===== src/rtl/sync_pkg.sv =====
// sync_pkg: state encoding and threshold type shared by the sync acquisition controller and detector wrapper
package sync_pkg;
  localparam int TRH_W = 12;
  typedef logic [TRH_W-1:0] trh_t;
  typedef enum logic [1:0] {IDLE = 2'd0, SEARCH = 2'd1, VERIFY = 2'd2, LOCK = 2'd3} state_e;
endpackage


===== src/rtl/sync_win_cnt.sv =====
// sync_win_cnt: frame position counter with sop load, flywheel reload and acceptance-window flags.
// With SYNC_ACQ_PEAK_ALIGN_EN the position is referenced to the correlation peak instead of the sop.
module sync_win_cnt #(
  parameter int pFRAME_LEN = 2048,
  parameter int pTOL = 4,
  parameter int pEXT = 0,
  parameter int pPW = 13,
  parameter int pEW = 13
) (
  input  logic           iclk,
  input  logic           ireset,
  input  logic           ival,
  input  logic           isop,
  input  logic           iclr,
  input  logic           iload,
  input  logic           ifly,
  input  logic [6:0]     imax_addr,
  output logic           oin_win,
  output logic           oearly,
  output logic           oexpire,
  output logic [pEW-1:0] oerr
);
  localparam logic signed [pPW:0] LO = (pPW+1)'(pFRAME_LEN - pTOL);
  localparam logic signed [pPW:0] HI = (pPW+1)'(pFRAME_LEN + pTOL);
  localparam logic signed [pPW:0] NOM = (pPW+1)'(pFRAME_LEN);
  localparam logic [pPW-1:0] EXP = pPW'(pFRAME_LEN + pTOL + pEXT);
  localparam logic [pPW-1:0] FLY = pPW'(pTOL + 1 + pEXT);
  logic [pPW-1:0] pos_q, pos_d, corr;
  logic signed [pPW:0] pe;
`ifdef SYNC_ACQ_PEAK_ALIGN_EN
  assign corr = pPW'(pEXT) - pPW'(imax_addr);
`else
  logic unused_addr;
  assign unused_addr = ^imax_addr;
  assign corr = '0;
`endif
  // the load cycle is position corr itself, so a valid sample there already counts
  always_comb begin
    pe = $signed({1'b0, pos_q}) - $signed({1'b0, corr});
    pos_d = iclr ? '0 : iload ? corr + pPW'(ival) : ifly ? FLY : pos_q + pPW'(ival);
  end
  assign oin_win = pe >= LO && pe <= HI;
  assign oearly = pe < LO;
  assign oexpire = ival && !isop && pos_q == EXP;
  assign oerr = pEW'(pe - NOM);
  always_ff @(posedge iclk or negedge ireset)
    if (!ireset) pos_q <= '0;
    else pos_q <= pos_d;
endmodule


===== src/rtl/sync_acq_ctrl.sv =====
// sync_acq_ctrl: acquisition/tracking FSM that sequences the sync detector and flywheels frame timing.
// Define SYNC_ACQ_PEAK_ALIGN_EN to track the correlation peak position instead of the detector sop.
module sync_acq_ctrl
  import sync_pkg::*;
#(
  parameter int pDAT_W = 12,
  parameter int pFRAME_LEN = 2048,
  parameter int pTOL = 4,
  parameter int pVERIFY_N = 3,
  parameter int pMISS_N = 2,
  parameter int pWIND = 32
) (
  input  logic                                  iclk,
  input  logic                                  ireset,
  input  logic                                  ival,
  input  logic                                  istart,
  input  logic                                  iabort,
  input  logic [11:0]                           itrh_search,
  input  logic [11:0]                           itrh_track,
  input  logic                                  idet_sop,
  input  logic [pDAT_W-1:0]                     idet_mlvl,
  input  logic [6:0]                            idet_max_addr,
  output logic                                  odet_ena,
  output logic [11:0]                           odet_trh,
  output logic                                  oframe_sop,
  output logic                                  olocked,
  output logic                                  olost,
  output logic signed [$clog2(pFRAME_LEN)+1:0]  otime_err,
  output logic [pDAT_W-1:0]                     opeak_lvl,
  output logic [1:0]                            ostate
);
`ifdef SYNC_ACQ_PEAK_ALIGN_EN
  localparam bit PEAK = 1'b1;
`else
  localparam bit PEAK = 1'b0;
`endif
  localparam int EXT = PEAK ? pWIND : 0;
  localparam int PW = $clog2(pFRAME_LEN + pTOL + EXT) + 1;
  localparam int EW = $clog2(pFRAME_LEN) + 2;
  localparam int CW = $clog2(pVERIFY_N + pMISS_N + 1);
  localparam logic [CW-1:0] VN = CW'(pVERIFY_N);
  localparam logic [CW-1:0] MN = CW'(pMISS_N);
  state_e state_q, state_d;
  logic [CW-1:0] hit_q, hit_d, miss_q, miss_d;
  logic [EW-1:0] err_q, err_d, win_err;
  logic [pDAT_W-1:0] peak_q, peak_d;
  trh_t trh_q, trh_d;
  logic ena_q, ena_d, locked_q, locked_d, frame_q, frame_d, lost_q, lost_d;
  logic load, fly, clr, in_win, early, expire;
  sync_win_cnt #(
    .pFRAME_LEN(pFRAME_LEN), .pTOL(pTOL), .pEXT(EXT), .pPW(PW), .pEW(EW)
  ) u_win (
    .iclk(iclk), .ireset(ireset), .ival(ival), .isop(idet_sop), .iclr(clr), .iload(load), .ifly(fly),
    .imax_addr(idet_max_addr), .oin_win(in_win), .oearly(early), .oexpire(expire), .oerr(win_err)
  );
  // any sop outside the window ends a VERIFY attempt; early ones in LOCK are simply ignored
  always_comb begin
    state_d = state_q;
    hit_d = hit_q;
    miss_d = miss_q;
    err_d = err_q;
    load = 1'b0;
    fly = 1'b0;
    clr = 1'b0;
    frame_d = 1'b0;
    lost_d = 1'b0;
    if (iabort) begin
      state_d = IDLE;
      hit_d = '0;
      miss_d = '0;
      clr = 1'b1;
    end else case (state_q)
      IDLE: begin
        clr = 1'b1;
        state_d = istart ? SEARCH : IDLE;
      end
      SEARCH: if (idet_sop) begin
        load = 1'b1;
        hit_d = CW'(1);
        state_d = VERIFY;
      end
      VERIFY: if (idet_sop && in_win) begin
        load = 1'b1;
        hit_d = hit_q + 1'b1;
        err_d = win_err;
        state_d = hit_q + 1'b1 == VN ? LOCK : VERIFY;
      end else if (idet_sop || expire) begin
        hit_d = '0;
        state_d = SEARCH;
      end
      LOCK: if (idet_sop && in_win) begin
        load = 1'b1;
        miss_d = '0;
        err_d = win_err;
        frame_d = 1'b1;
      end else if (expire) begin
        fly = 1'b1;
        frame_d = 1'b1;
        miss_d = miss_q + 1'b1;
        if (miss_q + 1'b1 == MN) begin
          state_d = SEARCH;
          lost_d = 1'b1;
          miss_d = '0;
          hit_d = '0;
        end
      end
    endcase
    peak_d = load ? idet_mlvl : peak_q;
    locked_d = state_d == LOCK;
    ena_d = state_d != IDLE;
    trh_d = state_d == LOCK ? itrh_track : state_d == IDLE ? '0 : itrh_search;
  end
  always_ff @(posedge iclk or negedge ireset)
    if (!ireset) begin
      state_q <= IDLE;
      hit_q <= '0;
      miss_q <= '0;
      err_q <= '0;
      peak_q <= '0;
      trh_q <= '0;
      ena_q <= 1'b0;
      locked_q <= 1'b0;
      frame_q <= 1'b0;
      lost_q <= 1'b0;
    end else begin
      state_q <= state_d;
      hit_q <= hit_d;
      miss_q <= miss_d;
      err_q <= err_d;
      peak_q <= peak_d;
      trh_q <= trh_d;
      ena_q <= ena_d;
      locked_q <= locked_d;
      frame_q <= frame_d;
      lost_q <= lost_d;
    end
  assign odet_ena = ena_q;
  assign odet_trh = trh_q;
  assign oframe_sop = frame_q;
  assign olocked = locked_q;
  assign olost = lost_q;
  assign otime_err = err_q;
  assign opeak_lvl = peak_q;
  assign ostate = state_q;
endmodule

===== config.mk =====
export PLATFORM = sky130hd
export DESIGN_NAME = sync_acq_ctrl
export DESIGN_NICKNAME = d
export VERILOG_FILES = /design/src/rtl/sync_pkg.sv /design/src/rtl/sync_win_cnt.sv /design/src/rtl/sync_acq_ctrl.sv
export SDC_FILE = /design/constraint.sdc
export NUM_CORES = 1
export LEC_CHECK = 0
export ABC_AREA = 1
export BUFFER_PORTS_ARGS = -buffer_cell sky130_fd_sc_hd__buf_2
export CAP_MARGIN = 30
export CORE_MARGIN = 2
export CORE_UTILIZATION = 33
export DETAILED_ROUTE_END_ITERATION = 16
export SYNTH_ARGS = -nofsm -noshare
export SYNTH_HDL_FRONTEND = slang
export SYNTH_SLANG_ARGS = --single-unit

===== constraint.sdc =====
create_clock -name iclk -period 2 [get_ports iclk]
set_clock_uncertainty 0.05 [all_clocks]
set_input_delay 0.2 -clock iclk [delete_from_list [all_inputs] [get_ports iclk]]
set_output_delay 0.2 -clock iclk [all_outputs]
set_load 0.005 [all_outputs]

Word level (Yosys, flattened, before mapping)
Index checks and enable logic that the tools add are counted.
Widths: inputs -> output; s select.
- add/subtract/negate cells: 4
- bitwise operators: 1
- divide/modulo/power cells: 0
- $mul: 0
- muxes and demuxes: 46
- order comparisons: 2
- reduce and logical (&&, ||, !) cells: 16
- eq/ne operators: 12
- shift operators: 0
- operators by type and width (operator ; count):
    $mux 13 ; 3
    $mux 3 ; 12
    $mux 12 ; 2
    $mux 1 ; 19
    $mux 2 ; 7
    $add 13x1->13 ; 1
    $eq 13x12->1 const B ; 1
    $ge 13x11->1 const B ; 1
    $le 13x12->1 const B ; 1
    $sub 13x12->13 const B ; 1
    $ne 3x3->1 const B ; 4
    $pmux 3 s3 ; 1
    $pmux 2 s4 ; 1
    $add 3x1->3 const B ; 2
    $eq 2x2->1 const B ; 3
    $eq 3x2->1 const B ; 2
    $reduce_and 6->1 ; 1
    $logic_and 1x1->1 ; 4
    $logic_not 2->1 ; 2
    $ne 4x4->1 const B ; 1
    $reduce_bool 2->1 ; 2
    $reduce_bool 4->1 ; 1
    $reduce_and 3->1 ; 1
    $reduce_bool 3->1 ; 1
    7 further kinds ; 7
- memories kept: 0
- bits in writable memories: 0
- flip-flop bits (word level): 62
- logic and storage cells: 92
- bits in latches: 0
- output and inout bits: 43
- ROM bits: 0

Longest topological paths before layout
Gate-level depths: netlist of the first run.
- depth in word-level cells: 11
- mapped depth: 16

Modules after synthesis
From an unflattened synthesis of the first run, not the netlist that was laid out.
- cells, all modules: 365
- area total of the unflattened synthesis: 3231.8 µm²
- by module, submodules not included (module ; area each (µm²) ; seq. area each (µm²) ; times used ; cells each):
    sync_acq_ctrl ; 2287.2 ; 1226.2 ; 1 ; 235
    sync_win_cnt ; 944.7 ; 325.3 ; 1 ; 130

Worst setup path after synthesis of the first run
OpenSTA, ideal clock, no wires.
- kind: register to register
- from: register u_win.pos_q[12]
- to: register u_win.pos_q[12]
- path buffers: 0
- setup slack: 0.143 ns
- arrival: 1.744 ns
- stages on the path, launching flop included: 14
- library setup time: 0.063 ns
- period minus slack after synthesis: 1.857 ns
- path through: dfrtp_1 inv_1 ha_1 inv_1 nor2_1 o21ai_0 nand3_1 nand2_1 and2_4 o21ai_4 nand2_8 nor3b_1 nand2_1 inv_1
- cells in the longest elaborated chain, start to end: 9
- RTL lines (item ; RTL line ; text):
    start: declaration ; sync_win_cnt.sv:28 ; logic [pPW-1:0] pos_q, pos_d, corr;
    start signal: assignment ; sync_win_cnt.sv:48 ; else pos_q <= pos_d;
    $ge 13x11->1 (tied with other cells) ; sync_win_cnt.sv:42 ; assign oin_win = pe >= LO && pe <= HI;
    $logic_and 1x1->1, on equally long branches ; sync_win_cnt.sv:42, sync_win_cnt.sv:44 ;
    $logic_and 1x1->1 / $mux 1 (equally long branches) ; sync_acq_ctrl.sv:82, sync_acq_ctrl.sv:91, sync_acq_ctrl.sv:96 ;
    $mux 1 ; sync_acq_ctrl.sv:91 ; LOCK: if (idet_sop && in_win) begin
    $mux 1 ; sync_acq_ctrl.sv:72 ; end else case (state_q)
    $mux 1 ; sync_acq_ctrl.sv:67 ; if (iabort) begin
    $mux 13 ; sync_win_cnt.sv:40 ; pos_d = iclr ? '0 : iload ? corr + pPW'(ival) : ifly ? FLY : pos_q + pPW'(ival);
    $mux 13 * (2 in series) ; sync_win_cnt.sv:40 ;
    named net u_win.pos_d[12] ; sync_win_cnt.sv:28 ;
The timed path passes the listed nets; every way through them passes the cells marked *.
A chain may end at the register's enable or synchronous reset.

Final worst setup path of the first run
- from: register u_win.pos_q[11]
- to: register trh_q[11] (netlist: odet_trh[11])
- cells in the longest elaborated chain, start to end: 10
- RTL lines (item ; RTL line ; text):
    branches (longest 5 deep; another with $ge 13x11->1) ; - ;
    $pmux 2 s4 * ; sync_acq_ctrl.sv:72 ;
    $mux 2 * ; sync_acq_ctrl.sv:67 ;
    $logic_not 2->1 ; sync_acq_ctrl.sv:111 ; trh_d = state_d == LOCK ? itrh_track : state_d == IDLE ? '0 : itrh_search;
    $mux 12 ; sync_acq_ctrl.sv:111 ;
    $mux 12 * ; sync_acq_ctrl.sv:111 ;
    named net trh_d[11] ; sync_acq_ctrl.sv:47 ; trh_t trh_q, trh_d;
    end signal: assignment ; sync_acq_ctrl.sv:131 ; trh_q <= trh_d;
    end: declaration ; sync_acq_ctrl.sv:47 ;
Mark *: on every way through the listed nets, which the timed path passes.

==> results of run 1 <==
## cells in the mapped netlist
library cell / n / area, um2
sky130_fd_sc_hd__o31ai_1: 2 / 15.01
sky130_fd_sc_hd__nand2_4: 2 / 22.52
sky130_fd_sc_hd__buf_2: 1 / 5.000
sky130_fd_sc_hd__nand2_2: 2 / 12.51
sky130_fd_sc_hd__and3_1: 1 / 6.260
sky130_fd_sc_hd__nor3_1: 5 / 25.02
sky130_fd_sc_hd__and2_4: 1 / 8.760
sky130_fd_sc_hd__o21ai_4: 1 / 16.27
sky130_fd_sc_hd__a211o_1: 1 / 8.760
sky130_fd_sc_hd__buf_8: 1 / 15.01
sky130_fd_sc_hd__mux2_2: 2 / 22.52
sky130_fd_sc_hd__xnor2_1: 2 / 17.52
sky130_fd_sc_hd__nand2_1: 91 / 341.6
sky130_fd_sc_hd__clkbuf_1: 2 / 7.510
sky130_fd_sc_hd__nor2_2: 2 / 12.51
sky130_fd_sc_hd__ha_1: 14 / 175.2
sky130_fd_sc_hd__clkinv_1: 1 / 3.750
sky130_fd_sc_hd__buf_6: 4 / 45.04
sky130_fd_sc_hd__dfrtp_1: 62 / 1551
sky130_fd_sc_hd__o21ai_0: 14 / 70.07
sky130_fd_sc_hd__nand4_2: 2 / 25.02
sky130_fd_sc_hd__nor2_1: 35 / 131.4
sky130_fd_sc_hd__a21oi_1: 5 / 25.02
sky130_fd_sc_hd__nand2_8: 1 / 20.02
sky130_fd_sc_hd__o211ai_1: 1 / 7.510
sky130_fd_sc_hd__nand3_2: 9 / 90.09
sky130_fd_sc_hd__a211oi_1: 1 / 7.510
sky130_fd_sc_hd__inv_1: 45 / 168.9
sky130_fd_sc_hd__nand4_1: 5 / 31.28
sky130_fd_sc_hd__nand3_4: 1 / 17.52
sky130_fd_sc_hd__nor3b_1: 1 / 7.510
sky130_fd_sc_hd__nor2_4: 1 / 11.26
sky130_fd_sc_hd__buf_4: 2 / 15.01
sky130_fd_sc_hd__o21ai_1: 10 / 50.05
sky130_fd_sc_hd__nand3_1: 45 / 225.2
sky130_fd_sc_hd__nand3b_1: 2 / 15.01
sky130_fd_sc_hd__xor2_1: 4 / 35.03
sky130_fd_sc_hd__inv_2: 4 / 15.01
## stage by stage
stage / worst slack, ps / power (W) / cells / instance area [um2]
after floorplan: 142.6 / 0.001575 / 385 / 3281
after global placement: -58.14 / 0.001761 / 615 / 3965
after detailed placement: -88.22 / 0.001771 / 615 / 3965
after CTS: 3.225 / 0.002995 / 632 / 4214
after global routing: -125.7 / 0.003167 / 642 / 4542
final: -9.969 / 0.003005 / 642 / 4542
## cell families after synthesis
logic type / Yosys count / share of synthesized area, %
mux: 2 / 0.6865
simple gates: 206 / 30.59
fa+ha+maj: 14 / 5.339
compound gates: 35 / 6.102
xor+xnor: 6 / 1.602
flops: 62 / 47.29
buf+inv: 60 / 8.390
## metal layers
layer / track usage, % / vias up / part of all wire (%)
met1: 18.48 / 1376 / 44
met3: 4.216 / 9 / 4.4
met4: 5.792 / 0 / 1.5
li1: - / 1486 / -
met5: 0 / - / 0
met2: 25.64 / 69 / 50
## report_power, final
group | internal [W] | leakage (nW) | switching [W]
sequential | 0.00134 | 0.838 | 0.0000466
combinational | 0.000186 | 1.46 | 0.000224
clock | 0.000733 | 0.110 | 0.000475
total | 0.00226 | 2.41 | 0.000745
## sequential cells by signal, indices dropped and copies added, names as in the netlist
| name | cells |
|---|---|
| hit_q | 3 |
| olost | 1 |
| miss_q | 3 |
| odet_trh | 12 |
| olocked | 1 |
| u_win.pos_q | 13 |
| otime_err | 13 |
| odet_ena | 1 |
| ostate | 2 |
| oframe_sop | 1 |
| opeak_lvl | 12 |
## worst reg2reg max path, delay by kind of cell, from the launching register on
family                     cells  cell delay (ps)
buffers and inverters          4              430
and+or+nand+nor               11              830
adders and majority gates      1              150
DFF                            1              430
## final cells by class
| type | count | share of cell area (%) |
|---|---|---|
| inverters | 50 | 4.463 |
| repair buffers | 116 | 16.14 |
| clock inverters | 4 | 1.543 |
| well taps | 133 | 3.664 |
| multi-input cells | 265 | 36.72 |
| flip-flops and latches | 62 | 34.27 |
| clock buffers | 12 | 3.196 |
## path summary, 6_finish.rpt
kind | startpoint | endpoint | slack, ps | depth (start not counted)
max in group asynchronous | ireset | odet_ena$_DFF_PN0_ | 910 | 3
min | itrh_search[0] | odet_trh[0]$_DFF_PN0_ | 20 | 3
max reg2reg | u_win.pos_q[11]$_DFF_PN0_ | odet_trh[11]$_DFF_PN0_ | -10 | 16
max | u_win.pos_q[11]$_DFF_PN0_ | odet_trh[11]$_DFF_PN0_ | -10 | 16
min in group asynchronous | ireset | otime_err[12]$_DFFE_PN0P_ | 300 | 2
min reg2reg | opeak_lvl[11]$_DFFE_PN0P_ | opeak_lvl[11]$_DFFE_PN0P_ | 420 | 2
## what timing repair did
| item | in CTS | in global routing |
|---|---|---|
| buffers inserted | 0 | 7 |
| resized for setup | 7 | 60 |
| cloned | 0 | 3 |
| hold buffers | 1 | 0 |
| endpoints found under the hold margin | 21 | 0 |
| pin swaps | 1 | 19 |
| endpoints found under the setup margin | 38 | 59 |
==> PnR_summary.wiki, run 1 <==
{| class="wikitable"
! Metric !! Value
|-
| Biggest fanout along the worst timing path || 7
|-
| Least-Margin Pin Slew || 551.5 ps
|-
| Total global-route track usage || 15.19%
|-
| Number of diodes || 0
|-
| Most frequent standard cell in the layout excluding fill and tap cells || sky130_fd_sc_hd__buf_2
|-
| Total wire length after detailed routing || 7.980 mm
|-
| Synth Cell Area || roughly 3300 um2
|-
| Arrival @ worst endpoint || 2190 ps
|-
| Sequential cell area || 1556 um2
|-
| Total number of vias || a little under 3000
|-
| Routed vias/inst || 4.579
|-
| Final TNS setup || -9.969 ps
|-
| Pin count of the biggest net entering global routing || 24
|-
| Number of placement rows || 36
|-
| Full die area || 10750 um2
|-
| Height of the die || slightly above 100 um
|-
| Critical path, cell by cell || inv_2, ha_4, inv_2, nor2_2, nand3_1, nand2_2, nor2_4, nor2_4, buf_4, nand3_2, nand2_2, nand2_4, nand4_2, buf_6, nand3_1, nand2_1
|-
| Area of the placeable core || ~10000 um2
|-
| Clock insertion delay at the later pin of the skew report || 340 ps
|-
| Endpoint required time on the critical path || 2180 ps
|-
| Crit path launch type || flip-flop
|-
| Number of different library cells in the post-synthesis netlist || 38
|-
| Worst Hold Slack || between 20 and 25 ps
|-
| Root buffer cell || sky130_fd_sc_hd__clkbuf_8
|-
| DIE WIDTH || roughly 100 um
|-
| Initial Utilization || 33.72%
|-
| Clock tree from TritonCTS || done
|-
| Vias in the first global route || roughly 2900
|-
| VDD IR-drop max || 0.2993 mV
|-
| Starting DRT DRC Count || between 100 and 150
|-
| Crit-path leading delay family || simple AND/OR/NAND/NOR gates
|-
| Multi-input combinational cell area || 1668 um2
|-
| Number of routed nets with antenna violations || 0
|-
| Slew HR || 63.23%
|-
| Post-layout net count || 567
|-
| Post-Synthesis Mean Instance Area || approximately 8.5 um2
|-
| Setup violations, final || 1
|-
| H-tree Lvls || 3
|-
| Final worst-path setup slack || -9.969 ps
|-
| Syn Inst Count || 385
|-
| CTS clk-pin slew, worst paths || 70 ps
|-
| Number of failing hold endpoints at the final stage || 0
|-
| CP endpoint kind || flip-flop
|-
| # Max-Cap Violations || 0
|-
| Worst path bufs/invs || 4
|-
| Filler cells || 977
|-
| Total nets after synthesis || about 450
|-
| Ports placed on the boundary || between 90 and 100
|-
| Cell with the largest stage delay on the worst path || sky130_fd_sc_hd__dfrtp_2
|-
| Hold/Removal Path Class || in -> reg
|-
| Pre-Repair DR Iteration Count || 4
|-
| IO buf count || 84
|-
| Share of final-layout standard cells stronger than drive strength 1 || 39.29%
|-
| Average detailed-routed wire length per instance || 12.43 um
|-
| RSZ-0062 raised after global routing || yes
|-
| Power density cells || 661.7 nW/um2
|-
| Outcome || finished, violations left
|-
| Wire length of the first global-routing pass || 13.24 mm
|-
| Final weighted congestion in routability-driven placement || 0.8955
|-
| Top library cells by usage in the layout, fill and taps aside || sky130_fd_sc_hd__buf_2, sky130_fd_sc_hd__nand2_1, sky130_fd_sc_hd__dfrtp_1, sky130_fd_sc_hd__inv_1, sky130_fd_sc_hd__nand3_1
|-
| Post-synthesis sequential area ratio || a little under half
|-
| GRT Residual Overflow || 0
|-
| Type of the worst setup path || reg -> reg
|-
| Violated checks || negative setup slack
|-
| Shortest period the worst path allows || 2010 ps
|-
| Max-slew violation total from the final report || 0
|-
| Placed wire-length estimate || 5.840 mm
|-
| Final period util || 100.5%
|-
| Synth-to-Final Area Change || 38.44%
|-
| Maximum achievable frequency || 0.4975 GHz
|-
| Number of antenna violations at the first check in global routing || 0
|-
| LEAKAGE || around 2.4 nW
|-
| Highest cell delay on the worst timing path || approximately 430 ps
|-
| Residual DRC || 0
|-
| Count of warnings emitted by yosys || 0
|-
| TritonCTS Buffers || 9
|-
| Number of buffers on the longest clock path || 2
|-
| TritonCTS sink count || a little over 60
|-
| Number of flip-flops and latches in the synthesized netlist || 62
|-
| Share of the core filled with cells || 46.68%
|}
Note: power is estimated with default switching activity, not from simulation.
==> run 2: changes to the inputs <==
Settings changed: CTS_BUF_LIST from default to sky130_fd_sc_hd__clkbuf_8, SLEW_MARGIN from default to 20.
Clock period 2 ns to 2.2 ns, I/O delays scaled along.
==> PnR_summary.wiki, run 2 (same netlist as run 1, synthesis figures left out) <==
{| class="wikitable"
! Metric !! Value
|-
| Share of the core filled with cells || around 42%
|-
| Reg2reg path depth || 13
|-
| Pre-Repair DR Iteration Count || 4
|-
| CP endpoint kind || flip-flop
|-
| Vias in the first global route || 2841
|-
| TritonCTS sink count || 62
|-
| Start of the worst register-to-register path || u_win.pos_q[12]$_DFF_PN0_
|-
| Type of the worst setup path || reg -> reg
|-
| Max-slew violation total from the final report || 0
|-
| H-tree Lvls || 3
|-
| Clock tree from TritonCTS || done
|-
| Outcome || complete, no violations
|-
| Most frequent standard cell in the layout excluding fill and tap cells || sky130_fd_sc_hd__nand2_1
|-
| Post-CTS setup buffer count || 0
|-
| Top library cells by usage in the layout, fill and taps aside || sky130_fd_sc_hd__nand2_1, sky130_fd_sc_hd__buf_2, sky130_fd_sc_hd__dfrtp_1, sky130_fd_sc_hd__inv_1, sky130_fd_sc_hd__nand3_1
|-
| Power density cells || between 600 and 700 nW/um2
|-
| Average detailed-routed wire length per instance || ~13 um
|-
| Biggest fanout along the worst timing path || 12
|-
| Synth-to-Final Area Change || 25.36%
|-
| Routed vias/inst || 4.571
|-
| Number of failing hold endpoints at the final stage || 0
|-
| Most repeated library cell on the critical path || sky130_fd_sc_hd__nand3_1
|-
| Root buffer cell || sky130_fd_sc_hd__clkbuf_8
|-
| Shortest period the worst path allows || 1990 ps
|-
| Total global-route track usage || between 10% and 20%
|-
| Uppermost signal routing layer after detailed routing || met4
|-
| Capture point of the worst path || opeak_lvl[7]$_DFFE_PN0P_
|-
| Worst reg-to-reg setup slack || about 210 ps
|-
| Placed wire-length estimate || 5.795 mm
|-
| Timing startpoint of the critical path || u_win.pos_q[12]$_DFF_PN0_
|-
| Share of final-layout standard cells stronger than drive strength 1 || 29.96%
|-
| TritonCTS Buffers || 9
|-
| Final TNS setup || 0 ps
|-
| Number of antenna violations at the first check in global routing || 0
|-
| Critical path, cell by cell || inv_2, ha_1, inv_1, nor2_2, o21ai_0, nand3_1, nand2_2, and2_4, o21ai_4, nand2_8, buf_4, nand3_1, nand2_1
|-
| Number of routed nets with antenna violations || 0
|-
| Residual DRC || 0
|-
| Wire length of the first global-routing pass || about 13 mm
|-
| Routed length on met1 || ~3.4 mm
|-
| Highest cell delay on the worst timing path || 390 ps
|-
| Final weighted congestion in routability-driven placement || 0.8853
|-
| Endpoint required time on the critical path || 2380 ps
|-
| Initial Utilization || between 30% and 40%
|-
| Clock insertion delay at the later pin of the skew report || 340 ps
|-
| DR WL met3 || between 300 and 400 um
|-
| Hold/Removal Path Class || in -> reg
|-
| Met2 wire length || 3.884 mm
|-
| Starting DRT DRC Count || between 100 and 150
|-
| Number of buffers on the longest clock path || 2
|-
| Area of the placeable core || 9729 um2
|-
| Setup violations, final || 0
|-
| RSZ-0062 raised after global routing || no
|-
| Worst Hold Slack || 49.96 ps
|-
| Maximum achievable frequency || 0.5024 GHz
|-
| Endpoint of the lowest-slack register-to-register path || opeak_lvl[7]$_DFFE_PN0P_
|-
| Arrival @ worst endpoint || 2170 ps
|-
| Total number of vias || between 2000 and 3000
|-
| Ports placed on the boundary || 92
|-
| CTS clk-pin slew, worst paths || 70 ps
|-
| DIE WIDTH || ~100 um
|-
| Crit path launch type || flip-flop
|-
| Least-Margin Pin Slew || 617.7 ps
|-
| Height of the die || around 100 um
|-
| # Max-Cap Violations || 0
|-
| Post-layout net count || 543
|-
| Cell with the largest stage delay on the worst path || sky130_fd_sc_hd__dfrtp_1
|-
| Slew HR || 58.82%
|-
| Full die area || 10750 um2
|-
| IO buf count || 84
|-
| Number of diodes || 0
|-
| Total wire length after detailed routing || 7.731 mm
|-
| GRT Residual Overflow || 0
|-
| LEAKAGE || between 2 and 2.5 nW
|-
| Pin count of the biggest net entering global routing || 38
|-
| Beginning of the worst hold path || itrh_search[0]
|-
| Number of placement rows || 36
|-
| VDD IR-drop max || 0.2995 mV
|-
| Final period util || 90.47%
|}
## run 2: metrics by stage
| stage | cells | total power [W] | setup slack (ps) | instance area (um2) |
|---|---|---|---|---|
| after floorplan | 385 | 0.001432 | 342.6 | 3281 |
| after global placement | 601 | 0.001595 | 122.0 | 3860 |
| after detailed placement | 601 | 0.001604 | 110.6 | 3860 |
| after CTS | 617 | 0.002589 | 77.43 | 4059 |
| after global routing | 617 | 0.002706 | 14.07 | 4113 |
| final | 617 | 0.002567 | 209.7 | 4113 |
## run 2: how the worst min path moves through the flow
stage | cells after the start | slack [ps] | end
finish | 3 | 50 | odet_trh[0]$_DFF_PN0_
global route | 3 | 40 | odet_trh[7]$_DFF_PN0_
CTS | 3 | 40 | odet_trh[4]$_DFF_PN0_
detailed placement | 1 | 230 | otime_err[11]$_DFFE_PN0P_
global placement | 1 | 220 | otime_err[11]$_DFFE_PN0P_
floorplan | 0 | -130 | hit_q[0]$_DFFE_PN0P_
## run 2: layer usage
| metal | track usage [%] | up-vias |
|---|---|---|
| met5 | 0 | - |
| met4 | 3.764 | 0 |
| met3 | 4.783 | 7 |
| met2 | 26.16 | 64 |
| met1 | 18.28 | 1328 |
| li1 | - | 1421 |
## run 2: layout make-up
class | instances | area [um2]
multi-input combinational | 263 | 1498
timing repair buffer | 94 | 514.2
inverter | 50 | 192.7
sequential | 62 | 1553
clock inverter | 5 | 51.30
tap | 133 | 166.4
fill | 1045 | 5617
clock buffer | 10 | 137.6
## run 2: report_power, final
part	internal (W)	total [W]	leakage, nW	switching (W)
Clock	0.000539	0.000980	0.0993	0.000440
Combinational	0.000142	0.000327	1.31	0.000185
Sequential	0.00122	0.00126	0.843	0.0000417
## run 2: critical path: cells and delay by family, from the launching register on
| family | cells | cell delay (ps) |
|---|---|---|
| DFF | 1 | 390 |
| adders and majority gates | 1 | 170 |
| buffers and inverters | 3 | 340 |
| AOI/OAI and AO/OA | 2 | 190 |
| and+or+nand+nor | 7 | 740 |
## run 2: timing repair
item,4_1_cts,5_1_grt
gates resized for setup,0,16
endpoints found under the hold margin,25,0
endpoints found under the setup margin,0,50
hold buffers,1,0
==> run 3: changes to the inputs <==
Settings changed: CORE_UTILIZATION 33 to 54, PLACE_DENSITY from default to 0.82.
==> PnR_summary.wiki, run 3 (same netlist as run 1, synthesis figures left out) <==
{| class="wikitable"
! Metric !! Value
|-
| Outcome || complete, no violations
|-
| Pre-Repair DR Iteration Count || 4
|-
| Slew HR || between 50 and 60%
|-
| Vias in the first global route || 2629
|-
| Initial Utilization || 55.74%
|-
| Maximum achievable frequency || 0.4821 GHz
|-
| Final weighted congestion in routability-driven placement || 0.8799
|-
| Highest cell delay on the worst timing path || 390 ps
|-
| Uppermost signal routing layer after detailed routing || met4
|-
| CP endpoint kind || flip-flop
|-
| Placement-stage worst setup slack || 74.85 ps
|-
| # Max-Cap Violations || 0
|-
| LEAKAGE || roughly 2.2 nW
|-
| Share of the core filled with cells || 68.71%
|-
| Type of the worst setup path || reg -> reg
|-
| Filler cells || 479
|-
| Start of the worst register-to-register path || u_win.pos_q[12]$_DFF_PN0_
|-
| Power density cells || 662.5 nW/um2
|-
| Total number of vias || 2857
|-
| Wire length of the first global-routing pass || 11.61 mm
|-
| RSZ-0062 raised after global routing || yes
|-
| Timing startpoint of the critical path || u_win.pos_q[12]$_DFF_PN0_
|-
| Post-layout net count || 542
|-
| Max-slew violation total from the final report || 0
|-
| Share of final-layout standard cells stronger than drive strength 1 || 29.13%
|-
| GRT Residual Overflow || 0
|-
| DIE WIDTH || 81.95 um
|-
| Total global-route track usage || 22.63%
|-
| Height of the die || between 80 and 90 um
|-
| Ports placed on the boundary || 92
|-
| Clock tree from TritonCTS || done
|-
| Number of placement rows || 28
|-
| Number of antenna violations at the first check in global routing || 0
|-
| Placed wire-length estimate || 5.459 mm
|-
| CTS clk-pin slew, worst paths || 70 ps
|-
| Full die area || 6715 um2
|-
| Number of routed nets with antenna violations || 0
|-
| Residual DRC || 0
|-
| Most frequent standard cell in the layout excluding fill and tap cells || sky130_fd_sc_hd__nand2_1
|-
| Setup violations, final || 0
|-
| Sequential cell area || 1553 um2
|-
| Clock insertion delay at the later pin of the skew report || between 300 and 400 ps
|-
| Least-Margin Pin Slew || 682.8 ps
|-
| Hold/Removal Path Class || in -> reg
|-
| Total power draw || about 0.0027 W
|-
| Crit path launch type || flip-flop
|-
| Starting DRT DRC Count || 134
|-
| Critical path, cell by cell || inv_2, ha_1, inv_1, nor2_1, o21ai_0, nand3_1, nand2_1, and2_4, o21ai_4, and3_1, nand2_2, nor2_1
|-
| Routed vias/inst || 5.111
|-
| Pin count of the biggest net entering global routing || 35
|-
| TritonCTS Buffers || 9
|-
| DR WL met3 || 425 um
|-
| Total wire length after detailed routing || 7.287 mm
|-
| Met2 wire length || 3.569 mm
|-
| Number of failing hold endpoints at the final stage || 0
|-
| Synth-to-Final Area Change || 23.26%
|-
| IO buf count || 84
|-
| Number of buffers on the longest clock path || 2
|-
| Area of the placeable core || 5886 um2
|-
| Shortest period the worst path allows || between 2000 and 2500 ps
|-
| Beginning of the worst hold path || itrh_search[6]
|-
| TritonCTS sink count || between 60 and 70
|-
| Arrival @ worst endpoint || ~2300 ps
|-
| Cell with the largest stage delay on the worst path || sky130_fd_sc_hd__dfrtp_1
|-
| Routed length on met1 || roughly 3.2 mm
|-
| Final worst-path setup slack || 125.7 ps
|-
| Average detailed-routed wire length per instance || 13.04 um
|-
| Number of diodes || 0
|-
| Endpoint required time on the critical path || ~2400 ps
|-
| Final TNS setup || 0 ps
|-
| H-tree Lvls || 3
|-
| Biggest fanout along the worst timing path || 5
|-
| Final period util || 94.29%
|-
| Root buffer cell || sky130_fd_sc_hd__clkbuf_8
|-
| Most repeated library cell on the critical path || sky130_fd_sc_hd__nor2_1
|-
| Top library cells by usage in the layout, fill and taps aside || sky130_fd_sc_hd__nand2_1, sky130_fd_sc_hd__buf_2, sky130_fd_sc_hd__dfrtp_1, sky130_fd_sc_hd__inv_1, sky130_fd_sc_hd__nand3_1
|-
| VDD IR-drop max || 0.5950 mV
|-
| Multi-input combinational cell area || 1475 um2
|}
==> run 3: metal layers <==
metal,vias up,GRT usage (%)
met5,-,0
met4,0,7.000
met3,10,7.033
met2,85,36.42
met1,1335,29.21
li1,1427,-
==> run 3: critical path, delay by kind of cell (launching register included) <==
kind,cells,cell delay [ps]
flops,1,390
compound gates,2,190
fa+ha+maj,1,190
simple gates,7,1010
buf+inv,2,160
==> run 3: layout make-up <==
cell class                 instances  area share, %
tap                               75          2.321
clock inverter                     7          2.228
timing repair buffer              93          12.75
sequential                        62          38.40
inverter                          50          4.765
multi-input combinational        263          36.48
clock buffer                       9          3.063
==> run 3: power breakdown <==
part	leakage (nW)	internal (W)	total, W	switching, W
sequential	0.843	0.00122	0.00126	0.0000386
combinational	1.29	0.000141	0.000325	0.000184
clock	0.110	0.000631	0.00110	0.000465
==> run 3: per-stage QoR <==
step	hold slack (ps)	std cells	cell area (um2)
6_report	51.67	559	4044
5_1_grt	43.85	559	4044
4_1_cts	42.95	558	4009
3_5_place_dp	251.9	541	3785
3_3_place_gp	232.2	541	3785
2_1_floorplan	-125.6	385	3281
==> run 3: path summary, 6_finish.rpt <==
kind | to | slack [ps] | cells after the start
max in group asynchronous | u_win.pos_q[11]$_DFF_PN0_ | 1080 | 3
worst min register to register | opeak_lvl[8]$_DFFE_PN0P_ | 420 | 2
min in group asynchronous | otime_err[2]$_DFFE_PN0P_ | 410 | 2
worst min-delay path | odet_trh[6]$_DFF_PN0_ | 50 | 3
worst max register to register | u_win.pos_q[5]$_DFF_PN0_ | 130 | 12
worst max-delay path | u_win.pos_q[5]$_DFF_PN0_ | 130 | 12
==> run 3: repair_timing <==
action,CTS,global route
resized for setup,0,9
hold buffers,1,0
setup endpoints to repair,0,42
endpoints found under the hold margin,28,0
setup buffers,0,1
